**config.mk**
```make
export PLATFORM = sky130hd
export DESIGN_NAME = regfile_wb_arbiter_flat
export DESIGN_NICKNAME = d
export VERILOG_FILES = /design/src/rtl/rf_pkg.sv /design/src/rtl/regfile_wb_arbiter_if.sv /design/src/rtl/wb_fifo.sv /design/src/rtl/regfile_wb_arbiter.sv /design/src/flat_wrapper.sv
export SDC_FILE = /design/constraint.sdc
export NUM_CORES = 1
export LEC_CHECK = 0
export CAP_MARGIN = 40
export CORE_MARGIN = 2
export CORE_UTILIZATION = 45
export CTS_CLUSTER_SIZE = 24
export DETAILED_ROUTE_END_ITERATION = 16
export PLACE_DENSITY_LB_ADDON = 0.25
export SLEW_MARGIN = 15
export SYNTH_ARGS = -nofsm -noshare
export SYNTH_HDL_FRONTEND = slang
export SYNTH_HIERARCHICAL = 1
export SYNTH_SLANG_ARGS = --single-unit
```
**constraint.sdc**
```tcl
create_clock -name clk -period 3 [get_ports clk]
set_input_delay 0.6 -clock clk [delete_from_list [all_inputs] [get_ports clk]]
set_output_delay 0.6 -clock clk [all_outputs]
set_load 0.005 [all_outputs]
```
**src/rtl/rf_pkg.sv**
```systemverilog
// Shared types and constants for the register-file writeback arbiter.
package rf_pkg;

    localparam int REG_ADDR_W = 5;
    localparam int XLEN       = 32;
    localparam int NUM_REGS   = 2 ** REG_ADDR_W;

    localparam logic [REG_ADDR_W-1:0] ZERO_REG = 5'd0;

    typedef struct packed {
        logic [REG_ADDR_W-1:0] addr;
        logic [XLEN-1:0]       data;
    } wb_req_t;

    function automatic logic [XLEN-1:0] zext_addr(input logic [REG_ADDR_W-1:0] a);
        return {{(XLEN-REG_ADDR_W){1'b0}}, a};
    endfunction

endpackage

```
**src/rtl/regfile_wb_arbiter_if.sv**
```systemverilog
// Bus bundle between the writeback arbiter and its ALU/LSU/issue/regfile neighbours.
// Optional RF_WB_PERF_EN adds the ALU-conflict counter signal.
interface regfile_wb_arbiter_if #(
    parameter int STARVE_LIMIT = 8
);
    logic        alu_wb_valid;
    logic [4:0]  alu_wb_addr;
    logic [31:0] alu_wb_data;
    logic        lsu_wb_valid;
    logic        lsu_wb_ready;
    logic [4:0]  lsu_wb_addr;
    logic [31:0] lsu_wb_data;
    logic        issue_valid;
    logic        issue_is_load;
    logic [4:0]  issue_rs1_addr;
    logic [4:0]  issue_rs2_addr;
    logic [4:0]  issue_rd_addr;
    logic        issue_stall;
    logic        RegWrite;
    logic [31:0] w_reg_addr;
    logic [31:0] w_data;
`ifdef RF_WB_PERF_EN
    logic [STARVE_LIMIT-1:0] alu_conflict_cnt;
`endif

    modport master (
        output alu_wb_valid, alu_wb_addr, alu_wb_data,
        output lsu_wb_valid, lsu_wb_addr, lsu_wb_data,
        input  lsu_wb_ready,
        output issue_valid, issue_is_load, issue_rs1_addr, issue_rs2_addr, issue_rd_addr,
        input  issue_stall,
        input  RegWrite, w_reg_addr, w_data
`ifdef RF_WB_PERF_EN
        , input alu_conflict_cnt
`endif
    );

    modport slave (
        input  alu_wb_valid, alu_wb_addr, alu_wb_data,
        input  lsu_wb_valid, lsu_wb_addr, lsu_wb_data,
        output lsu_wb_ready,
        input  issue_valid, issue_is_load, issue_rs1_addr, issue_rs2_addr, issue_rd_addr,
        output issue_stall,
        output RegWrite, w_reg_addr, w_data
`ifdef RF_WB_PERF_EN
        , output alu_conflict_cnt
`endif
    );

endinterface

```
**src/rtl/wb_fifo.sv**
```systemverilog
// Load-return buffer: power-of-two depth circular FIFO with registered count.
module wb_fifo
    import rf_pkg::*;
#(
    parameter int DEPTH = 2
) (
    input  logic                       clk,
    input  logic                       reset,
    input  logic                       push,
    input  wb_req_t                    push_data,
    input  logic                       pop,
    output wb_req_t                    pop_data,
    output logic                       full,
    output logic                       empty,
    output logic [$clog2(DEPTH):0]     count
);
    localparam int PTR_W = $clog2(DEPTH);
    localparam int CNT_W = PTR_W + 1;

    wb_req_t            mem_r [DEPTH];
    logic [PTR_W-1:0]   wr_ptr_r;
    logic [PTR_W-1:0]   rd_ptr_r;
    logic [CNT_W-1:0]   count_r;
    logic               do_push_s;
    logic               do_pop_s;

    assign full      = (count_r == CNT_W'(DEPTH));
    assign empty     = (count_r == {CNT_W{1'b0}});
    assign count     = count_r;
    assign pop_data  = mem_r[rd_ptr_r];
    assign do_push_s = push && !full;
    assign do_pop_s  = pop && !empty;

    // Storage and pointers; pointers wrap naturally because DEPTH is a power of two.
    always_ff @(posedge clk or negedge reset) begin
        if (!reset) begin
            for (int i = 0; i < DEPTH; i++) begin
                mem_r[i] <= '{addr: 5'd0, data: 32'd0};
            end
            wr_ptr_r <= {PTR_W{1'b0}};
            rd_ptr_r <= {PTR_W{1'b0}};
            count_r  <= {CNT_W{1'b0}};
        end else begin
            if (do_push_s) begin
                mem_r[wr_ptr_r] <= push_data;
                wr_ptr_r        <= wr_ptr_r + PTR_W'(1);
            end
            if (do_pop_s) begin
                rd_ptr_r <= rd_ptr_r + PTR_W'(1);
            end
            case ({do_push_s, do_pop_s})
                2'b10:   count_r <= count_r + CNT_W'(1);
                2'b01:   count_r <= count_r - CNT_W'(1);
                default: count_r <= count_r;
            endcase
        end
    end

endmodule

```
**src/rtl/regfile_wb_arbiter.sv**
```systemverilog
// Register-file write-port arbiter: ALU has priority, load returns buffered and drained
// on ALU-idle cycles, load scoreboard stalls issue. Optional RF_WB_PERF_EN conflict counter.
module regfile_wb_arbiter
    import rf_pkg::*;
#(
    parameter int LSU_FIFO_DEPTH = 2,
    parameter int STARVE_LIMIT   = 8
) (
    input  logic                   clk,
    input  logic                   reset,
    regfile_wb_arbiter_if.slave    bus
);
    localparam int CNT_W = $clog2(LSU_FIFO_DEPTH) + 1;

    logic                   fifo_push_s;
    logic                   fifo_pop_s;
    logic                   fifo_full_s;
    logic                   fifo_empty_s;
    logic                   fifo_has_head_s;
    logic [CNT_W-1:0]       fifo_count_s;
    wb_req_t                lsu_req_s;
    wb_req_t                fifo_head_s;

    logic                   we_nxt_s;
    logic                   is_load_nxt_s;
    logic                   sel_nxt_s;
    wb_req_t                wb_nxt_s;

    logic                   reg_write_r;
    logic                   wb_is_load_r;
    logic [REG_ADDR_W-1:0]  w_addr_r;
    logic [XLEN-1:0]        w_data_r;

    logic [NUM_REGS-1:0]    pending_r;
    logic [NUM_REGS-1:0]    pending_nxt_s;
    logic                   issue_stall_s;
    logic                   issue_fire_s;

    function automatic logic reg_busy(input logic [NUM_REGS-1:0] pend,
                                      input logic [REG_ADDR_W-1:0] a);
        return (a != ZERO_REG) && pend[a];
    endfunction

    assign lsu_req_s       = '{addr: bus.lsu_wb_addr, data: bus.lsu_wb_data};
    assign bus.lsu_wb_ready = !fifo_full_s;
    assign fifo_push_s     = bus.lsu_wb_valid && !fifo_full_s;
    assign fifo_has_head_s = !fifo_empty_s && (fifo_count_s != {CNT_W{1'b0}});
    assign fifo_pop_s      = !bus.alu_wb_valid && fifo_has_head_s;

    wb_fifo #(.DEPTH(LSU_FIFO_DEPTH)) u_fifo (
        .clk       (clk),
        .reset     (reset),
        .push      (fifo_push_s),
        .push_data (lsu_req_s),
        .pop       (fifo_pop_s),
        .pop_data  (fifo_head_s),
        .full      (fifo_full_s),
        .empty     (fifo_empty_s),
        .count     (fifo_count_s)
    );

    // Port grant: ALU first, otherwise the FIFO head; x0 targets are consumed silently.
    always_comb begin
        we_nxt_s      = 1'b0;
        is_load_nxt_s = 1'b0;
        sel_nxt_s     = 1'b0;
        wb_nxt_s      = '{addr: w_addr_r, data: w_data_r};
        if (bus.alu_wb_valid) begin
            sel_nxt_s = 1'b1;
            wb_nxt_s  = '{addr: bus.alu_wb_addr, data: bus.alu_wb_data};
            we_nxt_s  = (bus.alu_wb_addr != ZERO_REG);
        end else if (fifo_pop_s) begin
            sel_nxt_s     = 1'b1;
            wb_nxt_s      = fifo_head_s;
            we_nxt_s      = (fifo_head_s.addr != ZERO_REG);
            is_load_nxt_s = 1'b1;
        end else begin
            sel_nxt_s = 1'b0;
        end
    end

    // Registered write stage driving the register file.
    always_ff @(posedge clk or negedge reset) begin
        if (!reset) begin
            reg_write_r  <= 1'b0;
            wb_is_load_r <= 1'b0;
            w_addr_r     <= ZERO_REG;
            w_data_r     <= 32'd0;
        end else begin
            reg_write_r  <= we_nxt_s;
            wb_is_load_r <= is_load_nxt_s;
            if (sel_nxt_s) begin
                w_addr_r <= wb_nxt_s.addr;
                w_data_r <= wb_nxt_s.data;
            end
        end
    end

    // Hazard check against outstanding loads; x0 is never considered busy.
    always_comb begin
        issue_stall_s = 1'b0;
        if (bus.issue_valid) begin
            issue_stall_s = reg_busy(pending_r, bus.issue_rs1_addr) ||
                            reg_busy(pending_r, bus.issue_rs2_addr) ||
                            reg_busy(pending_r, bus.issue_rd_addr);
        end else begin
            issue_stall_s = 1'b0;
        end
        issue_fire_s = bus.issue_valid && bus.issue_is_load && !issue_stall_s &&
                       (bus.issue_rd_addr != ZERO_REG);
    end

    // Scoreboard update: clear on the load's register-file write, then set so a new load wins.
    always_comb begin
        pending_nxt_s = pending_r;
        if (reg_write_r && wb_is_load_r) begin
            pending_nxt_s[w_addr_r] = 1'b0;
        end else begin
            pending_nxt_s = pending_r;
        end
        if (issue_fire_s) begin
            pending_nxt_s[bus.issue_rd_addr] = 1'b1;
        end else begin
            pending_nxt_s[0] = pending_nxt_s[0];
        end
    end

    // Scoreboard state.
    always_ff @(posedge clk or negedge reset) begin
        if (!reset) begin
            pending_r <= {NUM_REGS{1'b0}};
        end else begin
            pending_r <= pending_nxt_s;
        end
    end

    assign bus.issue_stall = issue_stall_s;
    assign bus.RegWrite    = reg_write_r;
    assign bus.w_reg_addr  = zext_addr(w_addr_r);
    assign bus.w_data      = w_data_r;

`ifdef RF_WB_PERF_EN
    logic [STARVE_LIMIT-1:0] conflict_cnt_r;

    // Saturating count of cycles where a buffered load lost the port to the ALU.
    always_ff @(posedge clk or negedge reset) begin
        if (!reset) begin
            conflict_cnt_r <= {STARVE_LIMIT{1'b0}};
        end else if (bus.alu_wb_valid && fifo_has_head_s &&
                     (conflict_cnt_r != {STARVE_LIMIT{1'b1}})) begin
            conflict_cnt_r <= conflict_cnt_r + STARVE_LIMIT'(1);
        end else begin
            conflict_cnt_r <= conflict_cnt_r;
        end
    end

    assign bus.alu_conflict_cnt = conflict_cnt_r;
`endif

endmodule

```
**src/flat_wrapper.sv**
```systemverilog
// flat-port wrapper written by rule: the top's interface ports become plain ports
module regfile_wb_arbiter_flat import rf_pkg::*;
#(
    parameter int LSU_FIFO_DEPTH = 2,
    parameter int STARVE_LIMIT   = 8
)
  (clk, reset, bus_alu_wb_valid, bus_alu_wb_addr, bus_alu_wb_data, bus_lsu_wb_valid, bus_lsu_wb_addr, bus_lsu_wb_data, bus_lsu_wb_ready, bus_issue_valid, bus_issue_is_load, bus_issue_rs1_addr, bus_issue_rs2_addr, bus_issue_rd_addr, bus_issue_stall, bus_RegWrite, bus_w_reg_addr, bus_w_data);
  regfile_wb_arbiter_if #(.STARVE_LIMIT(STARVE_LIMIT)) bus_i ();
  input  logic clk;
  input  logic reset;
  input wire logic [$bits(bus_i.alu_wb_valid)-1:0] bus_alu_wb_valid;
  input wire logic [$bits(bus_i.alu_wb_addr)-1:0] bus_alu_wb_addr;
  input wire logic [$bits(bus_i.alu_wb_data)-1:0] bus_alu_wb_data;
  input wire logic [$bits(bus_i.lsu_wb_valid)-1:0] bus_lsu_wb_valid;
  input wire logic [$bits(bus_i.lsu_wb_addr)-1:0] bus_lsu_wb_addr;
  input wire logic [$bits(bus_i.lsu_wb_data)-1:0] bus_lsu_wb_data;
  output wire logic [$bits(bus_i.lsu_wb_ready)-1:0] bus_lsu_wb_ready;
  input wire logic [$bits(bus_i.issue_valid)-1:0] bus_issue_valid;
  input wire logic [$bits(bus_i.issue_is_load)-1:0] bus_issue_is_load;
  input wire logic [$bits(bus_i.issue_rs1_addr)-1:0] bus_issue_rs1_addr;
  input wire logic [$bits(bus_i.issue_rs2_addr)-1:0] bus_issue_rs2_addr;
  input wire logic [$bits(bus_i.issue_rd_addr)-1:0] bus_issue_rd_addr;
  output wire logic [$bits(bus_i.issue_stall)-1:0] bus_issue_stall;
  output wire logic [$bits(bus_i.RegWrite)-1:0] bus_RegWrite;
  output wire logic [$bits(bus_i.w_reg_addr)-1:0] bus_w_reg_addr;
  output wire logic [$bits(bus_i.w_data)-1:0] bus_w_data;
  assign bus_i.alu_wb_valid = bus_alu_wb_valid;
  assign bus_i.alu_wb_addr = bus_alu_wb_addr;
  assign bus_i.alu_wb_data = bus_alu_wb_data;
  assign bus_i.lsu_wb_valid = bus_lsu_wb_valid;
  assign bus_i.lsu_wb_addr = bus_lsu_wb_addr;
  assign bus_i.lsu_wb_data = bus_lsu_wb_data;
  assign bus_lsu_wb_ready = bus_i.lsu_wb_ready;
  assign bus_i.issue_valid = bus_issue_valid;
  assign bus_i.issue_is_load = bus_issue_is_load;
  assign bus_i.issue_rs1_addr = bus_issue_rs1_addr;
  assign bus_i.issue_rs2_addr = bus_issue_rs2_addr;
  assign bus_i.issue_rd_addr = bus_issue_rd_addr;
  assign bus_issue_stall = bus_i.issue_stall;
  assign bus_RegWrite = bus_i.RegWrite;
  assign bus_w_reg_addr = bus_i.w_reg_addr;
  assign bus_w_data = bus_i.w_data;
  regfile_wb_arbiter #(.LSU_FIFO_DEPTH(LSU_FIFO_DEPTH), .STARVE_LIMIT(STARVE_LIMIT)) u_core (.clk(clk), .reset(reset), .bus(bus_i));
endmodule
```
==> results by group <==
Status
  – Outcome: complete, but fails checks
  – Failing checks: negative setup slack

GRT
  – Total gr overflow: 0
  – Met2 usage: 37.3%
  – GR Util met1: 28.1%
  – First-pass GRT wire length: 34,300 um
  – Top Usage Layer GRT: met2
  – Largest net degree at the start of global routing: 68
  – Initial antenna violation count: 0
  – GR Util met3: 5.61%
  – Gr usage total: 22.3%
  – Vias in the first global route: 6,240

Setup path
  – Crit end category: output pin
  – Worst path required time: 2400 ps
  – Worst R2R Start: u_core/pending_r[20]
  – Critical path class: in -> out
  – Reg2Reg Depth: 10
  – R2R setup slack: 230 ps
  – CP Launch Type: input port
  – CP max FO: 7
  – Worst setup startpoint: bus_issue_rs2_addr[2]
  – Worst Path Arrival: 2430 ps
  – Reg2Reg Capture Point: u_core/pending_r[13]

Finish
  – Commonest cells after routing, fill and taps aside: dfrtp_1 (148), clkdlybuf4s50_1 (121), mux2_2 (72)
  – Fin area: 10,600 sq um
  – Register Area: 3730 sq um
  – Fin nets: 910
  – Area of the multi-input gates: 4100 sq um
  – P&R area growth vs syn: 28.9%
  – Layout cells sized above 1: 33.4%
  – Fillers: 1,462
  – Commonest non-fill, non-tap cell in the layout: dfrtp_1

Power and ir drop
  – Clock power frac: 19.5%
  – VDD IR-drop max: 0.506 mV
  – Combinational power share: 43.2%
  – Pint: 6.82 mW
  – Net Switching: 3.36 mW
  – Cell Pwr Density: 957 nW/um^2
  – Pleak: 4.38 nW
  – Flop pwr share: 37.3%
  – PnR Total Power: 10.2 mW
  – Net switching fraction of the power: 33.0%

Detailed routing
  – Drt first pass iters: 6
  – DRC Markers: 0
  – DR WL/cell: 19.9 um
  – Final ANT Viol Nets: 0
  – DR vias/cell: 5.58
  – Final wirelength: 21,100 um
  – Via count: 5,896
  – Number of DRC markers in iteration 0: 369

Die
  – Die height: 139 um
  – Die area: 19,400 sq um
  – Die X: 139 um
  – Core area: 18,000 sq um
  – Row cnt: 49
  – Initial Util: 45.9%
  – # IOs: 162

Synthesis
  – Fraction of registers with async set/reset: 100%
  – Largest area contributor in the netlist: dfrtp_1
  – Mean post-synth cell area: 12.7 sq um
  – Post-synth top area share: 45.2%
  – Register area share after synthesis: 45.2%
  – Area contributors post-synth: dfrtp_1 (45%), mux2_2 (9.8%), mux2_4 (7.3%)
  – Syn. warnings: 6
  – Post-Synthesis Cells: 648
  – Mapped Area: 8250 sq um
  – Post-synth EDFFs: 0
  – Ys flop type: dfrtp_1
  – FF+latch count, synth: 149
  – Library cells used by synthesis: 57

Timing
  – Hold WS: 136 ps
  – Crit share post-route: 101%
  – Least-Margin Pin Slew: 609 ps
  – Final Skew: 9.51 ps
  – Slew Viols, Final: 0
  – Post-route setup slack: -27.2 ps
  – Slew margin rel.: 59.4%
  – RSZ-0062 raised after global routing: yes
  – Achievable frequency: 0.330 GHz
  – Final Hold Violating Endpoints: 0
  – Fin crit period: 3030 ps
  – Final setup viols: 1

Worst hold path
  – HP Class: in -> async

Placement
  – I/O Buffers: 134
  – Hpwl dp: 15,000 um
  – Placed Area: 9900 sq um
  – Routability Congestion: 0.958

Clock network
  – Clock root cell: clkbuf_16
  – CTS Buf Count: 17
  – CTS clock-pin slew for the worst setup and hold paths: 60 ps
  – Clk_lat worst skew: 420 ps
  – Num Clock Sinks: 149
  – TritonCTS clock tree: done
  – Max Root-Sink Buffers: 2
  – H-tree levels: 4

Run
  – Max-Cap Viols: 0
[stage by stage]
| step | util [%] | cells | worst slack [ps] | setup TNS [ps] |
|---|---|---|---|---|
| 2_1_floorplan | - | 674 | 109 | 0 |
| 3_3_place_gp | 55.1 | 1010 | -739 | -12100 |
| 3_5_place_dp | 55.1 | 1010 | -724 | -11990 |
| 4_1_cts | 59.1 | 1056 | -38.0 | -38.0 |
| 5_1_grt | 59.1 | 1056 | -157 | -157 |
| 6_report | 59.2 | 1057 | -27.2 | -27.2 |
[registers in the layout, indices dropped and copies added, names as in the netlist]
name                    count
u_core/u_fifo/count         2
u_core/pending_r           32
u_core/bus.RegWrite         1
u_core/u_fifo/wr_ptr_r      1
u_core/bus.w_data          32
u_core/u_fifo/mem_r        74
u_core/u_fifo/rd_ptr_r      1
u_core/w_addr_r             5
u_core/wb_is_load_r         1
[cell families (layout without fill, tap and decap cells)]
kind of cell | count (synthesis) | count (layout) | synth area share (%)
multiplexers | 182 | 182 | 27.8
flip-flops | 149 | 149 | 45.2
AO/OA/AOI/OAI | 117 | 117 | 12.0
AND/OR/NAND/NOR | 107 | 107 | 7.31
buffers and inverters | 86 | 239 | 6.87
XOR/XNOR | 5 | 5 | 0.531
adder cells (fa/ha/maj) | 1 | 1 | 0.152
other | 1 | 28 | 0.0455
[per-layer routing]
metal	wire length, um	vias to the layer above	share of wire, %
met1	8800	2937	42
li1	-	2693	-
met2	10500	229	50
met4	507	0	2.4
met3	1260	37	6.0
met5	0	-	0
[power by group through the flow]
stage | logic, mW | clock network [mW] | registers (mW)
CTS | 4.43 | 2.04 | 3.77
floorplan | 2.96 | 0 | 3.51
global placement | 4.15 | 0 | 3.73
detailed placement | 4.29 | 0 | 3.79
global route | 4.74 | 2.15 | 3.91
finish | 4.40 | 1.98 | 3.80
[how the worst max path moves through the flow]
stage	to	slack, ps	depth (start not counted)
4_1_cts	bus_issue_stall	-40	8
3_5_place_dp	bus_issue_stall	-720	9
5_1_grt	bus_issue_stall	-160	8
3_3_place_gp	bus_issue_stall	-740	9
2_1_floorplan	bus_issue_stall	110	8
6_report	bus_issue_stall	-30	8
[Yosys cell counts (4+ instances only)]
library cell / number
buf_2: 15
dfrtp_1: 149
a222oi_1: 5
nand3b_1: 5
nand2b_1: 4
inv_1: 7
or3_1: 4
mux4_2: 13
buf_1: 9
clkbuf_1: 14
nand2_1: 43
nor2_1: 13
buf_4: 27
buf_6: 10
mux2_2: 72
o41ai_2: 30
o21ai_0: 65
mux2i_1: 52
mux2_4: 40
mux2_1: 4
[critical path: stages]
cell,delay (ps)
clkdlybuf4s50_1,470
buf_6,140
mux4_2,290
mux2_2,290
o21ai_2,140
nand4_2,170
o21a_1,210
buf_2,120
[layout make-up]
cell class                      instances  share of cell area [%]
Antenna cell                            1                  0.0235
Clock buffer                           20                    4.20
Clock inverter                         12                   0.965
Inverter                                8                   0.283
Multi-Input combinational cell        439                    38.5
Sequential cell                       149                    35.1
Tap cell                              229                    2.70
Timing Repair Buffer                  199                    18.2
[timing repair]
item                       CTS  global route
resized for setup           37             1
pin swaps                    8             1
gates cloned                 1             0
hold buffers                 0             0
setup buffers               13             0
setup endpoints to repair    4             1
Power figures use the tool's default switching activity.
